[src/rtl/usr_pkg.sv]
// Shared definitions for the transmit controller and the universal shift register it drives.
// Mode codes follow the register's s input: hold, shift right, shift left, parallel load.
package usr_pkg;

  typedef enum logic [1:0] {
    ST_IDLE  = 2'd0,
    ST_LOAD  = 2'd1,
    ST_SHIFT = 2'd2,
    ST_DONE  = 2'd3
  } state_t;

  localparam logic [1:0] S_HOLD = 2'b00;
  localparam logic [1:0] S_SHR  = 2'b01;
  localparam logic [1:0] S_SHL  = 2'b10;
  localparam logic [1:0] S_LOAD = 2'b11;

  function automatic logic [1:0] shift_code(input bit dir);
    return dir ? S_SHL : S_SHR;
  endfunction

endpackage

[src/rtl/bit_counter.sv]
// Mod-N counter with synchronous clear and count enable; tracks the bit position within a frame.
module bit_counter #(
  parameter int N = 4,
  parameter int W = 2
) (
  input  logic         clk,
  input  logic         reset_n,
  input  logic         clear,
  input  logic         enable,
  output logic [W-1:0] count
);

  always_ff @(posedge clk or negedge reset_n) begin
    if (!reset_n) begin
      count <= '0;
    end else if (clear) begin
      count <= '0;
    end else if (enable) begin
      count <= (count == W'(N - 1)) ? '0 : count + 1'b1;
    end
  end

endmodule

[src/rtl/shift_tx_ctrl.sv]
// Parallel-to-serial transmit controller that sequences an external universal shift register.
// The register updates on the falling edge, so ser_out samples its tap on the following rising edge.
module shift_tx_ctrl
  import usr_pkg::*;
#(
  parameter int   N    = 4,
  parameter bit   DIR  = 1'b0,
  parameter logic FILL = 1'b0
) (
  input  logic         clk,
  input  logic         reset_n,
  input  logic         in_valid,
  input  logic [N-1:0] in_data,
  output logic         in_ready,
  input  logic         abort,
  output logic [1:0]   s,
  output logic [N-1:0] I,
  output logic         MSB_in,
  output logic         LSB_in,
  input  logic [N-1:0] q,
  output logic         ser_out,
  output logic         ser_valid,
  output logic         busy,
  output logic         done
);

  localparam int CW = $clog2(N);

  state_t        state;
  logic [CW-1:0] counter;
  logic          last_bit;
  logic          accept;
  logic          q_tap;

  bit_counter #(
    .N (N),
    .W (CW)
  ) u_bit_counter (
    .clk     (clk),
    .reset_n (reset_n),
    .clear   (state != ST_SHIFT),
    .enable  (state == ST_SHIFT),
    .count   (counter)
  );

  assign last_bit  = (counter == CW'(N - 1));
  assign in_ready  = (state == ST_IDLE) || (state == ST_DONE);
  assign accept    = in_valid & in_ready & ~abort;
  assign q_tap     = DIR ? q[N-1] : q[0];
  assign busy      = (state == ST_LOAD) || (state == ST_SHIFT);
  assign done      = (state == ST_DONE);
  assign ser_valid = (state == ST_SHIFT);
  assign MSB_in    = FILL;
  assign LSB_in    = FILL;

  always_comb begin
    s = S_HOLD;
    case (state)
      ST_LOAD:  s = S_LOAD;
      ST_SHIFT: s = shift_code(DIR);
      default:  s = S_HOLD;
    endcase
  end

  // ser_out only moves on edges that lead into SHIFT, so it tracks the bit being presented.
  always_ff @(posedge clk or negedge reset_n) begin
    if (!reset_n) begin
      state   <= ST_IDLE;
      I       <= '0;
      ser_out <= 1'b0;
    end else begin
      case (state)
        ST_IDLE, ST_DONE: begin
          if (accept) begin
            state <= ST_LOAD;
            I     <= in_data;
          end else begin
            state <= ST_IDLE;
          end
        end
        ST_LOAD: begin
          if (abort) begin
            state <= ST_IDLE;
          end else begin
            state   <= ST_SHIFT;
            ser_out <= q_tap;
          end
        end
        ST_SHIFT: begin
          if (abort) begin
            state <= ST_IDLE;
          end else if (last_bit) begin
            state <= ST_DONE;
          end else begin
            ser_out <= q_tap;
          end
        end
        default: state <= ST_IDLE;
      endcase
    end
  end

endmodule

[config.mk]
export PLATFORM = sky130hd
export DESIGN_NAME = shift_tx_ctrl
export DESIGN_NICKNAME = d
export VERILOG_FILES = /design/src/rtl/usr_pkg.sv /design/src/rtl/bit_counter.sv /design/src/rtl/shift_tx_ctrl.sv
export SDC_FILE = /design/constraint.sdc
export NUM_CORES = 1
export LEC_CHECK = 0
export CORE_AREA = 2 2 39 41
export DETAILED_ROUTE_END_ITERATION = 10
export DIE_AREA = 0 0 41 43
export GPL_ROUTABILITY_DRIVEN = 0
export PLACE_DENSITY_LB_ADDON = 0.2
export SLEW_MARGIN = 20
export SYNTH_ARGS = -nofsm -noshare
export SYNTH_HDL_FRONTEND = slang
export SYNTH_SLANG_ARGS = --single-unit
[constraint.sdc]
create_clock -name clk -period 2.8 [get_ports clk]
set_input_delay 0.56 -clock clk [delete_from_list [all_inputs] [get_ports clk]]
set_output_delay 0.56 -clock clk [all_outputs]
set_load 0.02 [all_outputs]
==> results of run 1 <==
-- flip-flops by register name (all words and copies together) (netlist names) --
name / flops
u_bit_counter.count: 2
ser_out: 1
state: 2
I: 4
-- metrics by stage --
stage | instance area (sq um) | setup slack, ps | power [uW] | cells | hold slack (ps)
3_3_place_gp | 671 | 675 | 273 | 74 | 427
5_1_grt | 697 | 309 | 389 | 78 | 456
2_1_floorplan | 483 | 974 | 217 | 42 | 264
6_report | 697 | 418 | 368 | 78 | 435
4_1_cts | 697 | 388 | 375 | 78 | 441
3_5_place_dp | 671 | 677 | 274 | 74 | 432
-- metal layers --
layer | track usage [%] | up-vias | share of wire (%)
li1 | - | 175 | -
met1 | 15.5 | 172 | 43
met2 | 15.0 | 12 | 50
met3 | 2.62 | 0 | 7.1
met4 | 6.00 | 0 | 0
met5 | 0 | - | 0
-- final cells by class --
class	count	area, sq um	area share [%]
Clock buffer	4	26.3	3.77
Inverter	4	15.0	2.15
Tap cell	16	20.0	2.87
Sequential cell	9	225	32.3
Timing Repair Buffer	19	190	27.3
Multi-Input combinational cell	26	220	31.6
-- power by group --
part           internal [uW]  switching (uW)
registers                147            9.42
clock network           54.8            43.2
logic                   60.9            52.4
-- logic make-up after synthesis --
family          synth area share, %
simple gates                   9.14
flops                          47.0
compound gates                 5.48
buf+inv                        7.83
other cells                   0.783
mux                            14.1
fa+ha+maj                      15.7
-- placed cells by master, fill, tap and decap left out, drive strengths merged --
cell type,Yosys,layout
o32ai,1,1
a21oi,2,2
nor2,1,1
clkdlybuf4s50,0,19
nor3b,1,1
nor3,1,1
and2,1,1
conb,1,2
inv,4,4
mux2,6,6
ha,6,6
dfrtp,9,9
nand2,2,2
nand3b,1,1
a211oi,1,1
clkbuf,0,4
or3,1,1
-- worst paths after layout --
| check | startpoint | endpoint | slack (ps) |
|---|---|---|---|
| min reg2reg | u_bit_counter.count[0]$_DFF_PN0_ | u_bit_counter.count[0]$_DFF_PN0_ | 440 |
| min in group asynchronous | reset_n | I[1]$_DFFE_PN0P_ | 600 |
| max reg2reg | state[0]$_DFFE_PN0P_ | I[2]$_DFFE_PN0P_ | 1240 |
| min | u_bit_counter.count[0]$_DFF_PN0_ | u_bit_counter.count[0]$_DFF_PN0_ | 440 |
| max | state[0]$_DFFE_PN0P_ | s[0] | 420 |
| max in group asynchronous | reset_n | state[1]$_DFFE_PN0P_ | 1920 |
==> impl.org, run 1 <==
** Outcome
- Run status :: complete, no violations

** Global route
- The number of antenna violations at the first check in global routing came to 0.
- Remaining Overflow, GRT :: 0
- The first global-routing pass estimated 1320 microns of wire.
- Global routing used 11.0% of the available tracks.
- Via count of the first global-routing pass :: 329
- Entering global routing, the biggest net connects 10 pins.

** Setup path
- Cells along the critical path :: inv_1 -> ha_1 -> inv_1 -> clkdlybuf4s50_1
- Startpoint-to-endpoint class of the critical path :: register to primary output
- Gate family responsible for the most delay along the worst path :: buffers and inverters
- Crit end category :: primary output
- Worst path depth :: 4
- The slowest stage of the critical path is the clkdlybuf4s50_1 cell.
- Of all nets on the critical path, the largest fanout is 5.
- Arrival time at the worst endpoint :: 1820 ps
- Data on the critical path is required at its endpoint by 2240 ps.
- Peak per-stage delay on the critical path :: 600 ps
- Counting stages on the worst path, the most repeated cell is inv_1.
- Critical path buffer and inverter count :: 3
- Measured in cells, the most critical reg-to-reg path has a length of 4.
- STA classifies the critical path startpoint as a register.

** Placed design
- Summed over all nets, the half-perimeter wirelength after detailed placement is 657 microns.
- In this run the tool buffered the top-level ports with 19 buffer cells.

** STA
- Min cycle time layout :: 2380 ps
- Clock skew :: 2.41 ps
- The hold violation count in the final report came to 0.
- Setup violations remaining at the end of the flow were counted as 0.
- For this run, the top clock speed supported by timing is 420 MHz.
- RSZ-0062 raised after global routing :: no
- After layout, the worst path uses 85.1% of the clock period.
- Setup TNS :: 0 ps
- The number of max-slew violations in the final report came to 0.

** Routing
- The first detailed-routing pass ran for 2 iterations.
- Routed wire length per instance :: 10.3 microns
- Routed via count divided by cell count :: 4.60
- Drt first-iter violations :: 3
- DRC Markers :: 0
- Across all layers, the routed design uses 359 vias.
- Antenna viol nets, final :: 0
- The routed design has 806 microns of wire.

** Logic synthesis
- Number of unique standard cell types used by synthesis :: 17
- After synthesis, flip-flops and latches occupy 47.0% of the total area.
- In the post-synthesis netlist, the cell with the most instances is dfrtp_1.
- The synthesized design spends more area on one cell type than any other, namely dfrtp_1.
- During synthesis, Yosys emitted a total of 0 warnings.
- The commonest cells after synthesis are dfrtp_1 (9), ha_1 (6), mux2_2 (5).
- The cell count after synthesis came out at 41.
- Post-synthesis register bit count :: 9
- After synthesis, the largest area contributor takes up 47.0% of total cell area.
- Number of synthesized flops with an enable pin :: 0
- Share of flip-flops with an asynchronous set or reset after synthesis :: 100%
- The average instance in the mapped netlist occupies 11.7 sq um.
- Leading cell types by total area after synthesis :: dfrtp_1 (47%), ha_1 (16%), mux2_2 (12%)
- Netlist Area Pre-Place :: 479 sq um
- Prevailing post-synth register cell :: dfrtp_1

** Clocking
- The tree built by TritonCTS fans out to 9 sinks.
- The longest clock path from root to sink contains 2 buffers.
- Hold buffers post-CTS :: 0
- TritonCTS built the clock tree.
- Buffer cell driving the clock tree root :: clkbuf_4
- Gates resized during post-CTS repair numbered 0.
- After clock tree synthesis, the clock-pin slew on the worst setup and hold paths is 60 ps.
- Clock latency on the worst-skew pair, taken at its later pin, is 250 ps.
- Number of buffers created by CTS :: 3
- In this run the number of H-tree levels came out at 1.
- Buffers added to address setup during post-CTS repair amount to 0.

** Final layout
- Antenna diodes :: 0
- Fin util :: 50.4%
- Relative to the synthesized area, the layout overhead comes to 45.4%.
- Counting the fill cells in the layout gives 134.
- Share of layout cells above drive strength 1 :: 12.9%
- After the last flow step, the layout net total stands at 81.

** Power
- For this design the static power due to leakage is 0.000310 uW.
- VDD sags by at most 0.000300 V.
- Power spread over the standard cell area amounts to 528 nW/um^2.

** Die
- The region available for standard cell placement spans 1380 sq um.
- The die is 43 microns tall.
- Top-level I/O count :: 25
- Core Rows :: 14
- The die covers 1760 sq um.
- Die W :: 41 microns
- The initial utilization of the core area, before any placement, comes to 34.6%.

** Job
- Max-cap violations :: 0

** Min path
- Count of cells along the worst hold path :: 1
- In this run the worst hold path is classified as register to register.
Power figures use the tool's default switching activity.
==> inputs of run 2 (changes only) <==
--- a/config.mk
+++ b/config.mk
@@ -10,5 +10,7 @@
 export DIE_AREA = 0 0 41 43
 export GPL_ROUTABILITY_DRIVEN = 0
+export HOLD_SLACK_MARGIN = 0.12
 export PLACE_DENSITY_LB_ADDON = 0.2
+export REMOVE_ABC_BUFFERS = 1
 export SLEW_MARGIN = 20
 export SYNTH_ARGS = -nofsm -noshare
==> constraint.sdc (replaced) <==
create_clock -name clk -period 2.8 [get_ports clk]
set_input_delay 0.56 -clock clk [delete_from_list [all_inputs] [get_ports clk]]
set_output_delay 0.56 -clock clk [all_outputs]
set_load 0.05 [all_outputs]
==> run 2 against run 1 <==
Via count shrank 1.9%; critical path depth is the same; clock-buffer cell count is the same; sequential cell count is the same; utilization is the same; cell count is the same; global-route usage shrank 0.52 points; first-iteration DRC count shrank 67%; worst hold slack gained 1.8 ps; register-to-register slack lost 30 ps; sequential share of layout area is the same.
==> impl.org, run 2 (synthesis results as in run 1) <==
** Outcome
- Run status :: complete, no violations

** STA
- Final Setup Violations :: 0 (unchanged)
- The maximum clock rate was 384 MHz (-8.6%).
- Setup repair after global routing left no endpoint under its margin.
- Worst Tran Pin Value :: 507 ps
- The number of max-slew violations in the final report is 0 (unchanged).
- Share of the clock period used by the worst path after layout :: 93.1% (+8.0 points)
- The maximum clock skew at final layout is 1.18 ps (-1.23 ps).
- The total negative setup slack came to 0 ps (unchanged).
- Final-layout worst hold slack :: 437 ps (+1.79 ps)
- The worst pin sits at a relative slew slack of 66.1%.
- The hold violation count in the final report is 0 (unchanged).
- The final period demand of the worst path is 2610 ps (+225 ps).

** Clocking
- TritonCTS built the clock tree.
- Setup fix buffers added after clock tree synthesis :: 0 (unchanged)
- The clock slew at the register clock pins of the worst setup and hold paths was 50 ps (about the same).
- The later-pin clock latency in the skew report was 250 ps (about the same).
- The H-tree depth came to 1 (unchanged).
- The hold buffer count at cts is 0 (unchanged).
- Buffer cell driving the clock tree root :: clkbuf_4
- Max Buffers Root-to-Sink :: 2 (unchanged)
- Number of buffers created by CTS :: 3 (unchanged)
- The number of resized instances in the post-cts repair step came to 0 (unchanged).
- Number of sinks handled by clock tree synthesis :: 9 (unchanged)

** Setup path
- Slowest stage cell on the critical path :: clkdlybuf4s50_1
- Crit-path max FO :: 5 (unchanged)
- Peak per-stage delay on the critical path :: 810 ps (+210 ps)
- Startpoint-to-endpoint class of the critical path :: register to primary output
- The worst path arrival time was 2050 ps (+230 ps).
- STA classifies the critical path startpoint as a register.
- Worst Path Required :: 2240 ps (about the same)
- Counting stages on the worst path, the most repeated cell is inv_1.
- Cells along the critical path :: inv_1 -> ha_1 -> inv_1 -> clkdlybuf4s50_1
- Crit end category :: primary output

** Power
- VDD IR max :: 0.000352 V (+17%)
- Power density normalized to cell area :: 596 nW/um^2 (+13%)
- Leak pwr :: 0.000310 uW (unchanged)

** Final layout
- Syn-to-layout area delta :: 45.4% (unchanged)
- The final design instance area without fill is 697 sq um (unchanged).
- Antenna diodes :: 0 (unchanged)
- Share of layout cells above drive strength 1 :: 12.9% (unchanged)
- Leading cell types in the layout, fill and taps excluded :: clkdlybuf4s50_1 (19), dfrtp_1 (9), ha_1 (6), mux2_2 (5), inv_1 (4)
- Leaving out fill and tap cells, the most frequent cell in the layout is clkdlybuf4s50_1.
- Fin util :: 50.4% (unchanged)
- The number of flip-flops in the largest register was 4 (unchanged).
- Register bank with the most flops :: I
- Number of nets in the final layout :: 81 (unchanged)
- The largest registers in the layout are I: 4 flops, state: 2 flops, u_bit_counter.count: 2 flops.

** Global route
- The maximum number of pins on one net before global-route repair is 10 (unchanged).
- First-pass GRT wire length :: 1200 microns (-9.4%)
- Remaining Overflow, GRT :: 0 (unchanged)
- The number of antenna violations at the first check in global routing is 0 (unchanged).
- The via count of the first global-routing pass came to 306 (-7.0%).
- The total global routing track utilization came to 10.5% (-0.52 points).

** Routing
- The routed wire length per instance was 10.3 microns (-0.62%).
- Routed via count divided by cell count :: 4.51 (-1.9%)
- Via count :: 352 (-1.9%)
- The count of routing violations after the opening detailed-route iteration is 1 (-2).
- The remaining routing DRC violations was 0 (unchanged).
- The post-detailed-route count of antenna-violating nets came to 0 (unchanged).
- The aggregate routed wire length was 801 microns (-0.62%).
- First-pass detailed-route iteration total :: 2 (unchanged)

** Placed design
- Post-place instance area :: 671 sq um (unchanged)
- The number of buffers added on ports is 19 (unchanged).
- The post-detailed-placement half-perimeter wirelength is 662 microns (+0.87%).

** Die
- The core outline area was 1380 sq um (unchanged).
- The x dimension of the die is 41 microns (unchanged).
- The boundary pin count was 25 (unchanged).
- The die area came to 1760 sq um (unchanged).
- Starting density of the core :: 34.6% (unchanged)
- Core Rows :: 14 (unchanged)
- The vertical die dimension is 43 microns (unchanged).

** Min path
- Min-Delay Path Class :: register to register

** Job
- Max-cap violations :: 0 (unchanged)
[run 2: final cells by class]
| cell class | instances | area [sq um] |
|---|---|---|
| Fill cell | 143 | 687 |
| Timing Repair Buffer | 19 | 190 |
| Multi-Input combinational cell | 26 | 220 |
| Clock buffer | 4 | 26.3 |
| Tap cell | 16 | 20.0 |
| Sequential cell | 9 | 225 |
| Inverter | 4 | 15.0 |
[run 2: final timing paths]
check	slack, ps	depth (start not counted)	end	from
max in group asynchronous	1940	1	I[1]$_DFFE_PN0P_	reset_n
max reg2reg	1210	4	I[2]$_DFFE_PN0P_	state[0]$_DFFE_PN0P_
min in group asynchronous	590	1	state[1]$_DFFE_PN0P_	reset_n
max	190	4	s[0]	state[0]$_DFFE_PN0P_
min reg2reg	440	1	u_bit_counter.count[0]$_DFF_PN0_	u_bit_counter.count[0]$_DFF_PN0_
min	440	1	u_bit_counter.count[0]$_DFF_PN0_	u_bit_counter.count[0]$_DFF_PN0_
[run 2: worst max-delay path: cells and delay by family (launching register included)]
kind	cells	cell delay [ps]
buffers and inverters	3	1010
DFF	1	420
adders and majority gates	1	370
[run 2: metrics by stage]
stage | power (uW) | instances | worst slack [ps]
floorplan | 265 | 39 | 560
global placement | 325 | 74 | 476
detailed placement | 325 | 74 | 470
CTS | 422 | 78 | 188
global route | 437 | 78 | 94.1
finish | 415 | 78 | 194
[run 2: report_power, final]
| group | internal [uW] | switching (uW) |
|---|---|---|
| clock network | 54.5 | 38.7 |
| registers | 147 | 8.64 |
| logic | 60.6 | 106 |
[run 2: layer usage]
metal | global-route usage [%] | vias up | wire, microns
li1 | - | 175 | -
met1 | 10.8 | 167 | 347
met2 | 17.5 | 10 | 404
met3 | 6.28 | 0 | 49
met4 | 2.00 | 0 | 0
met5 | 0 | - | 0
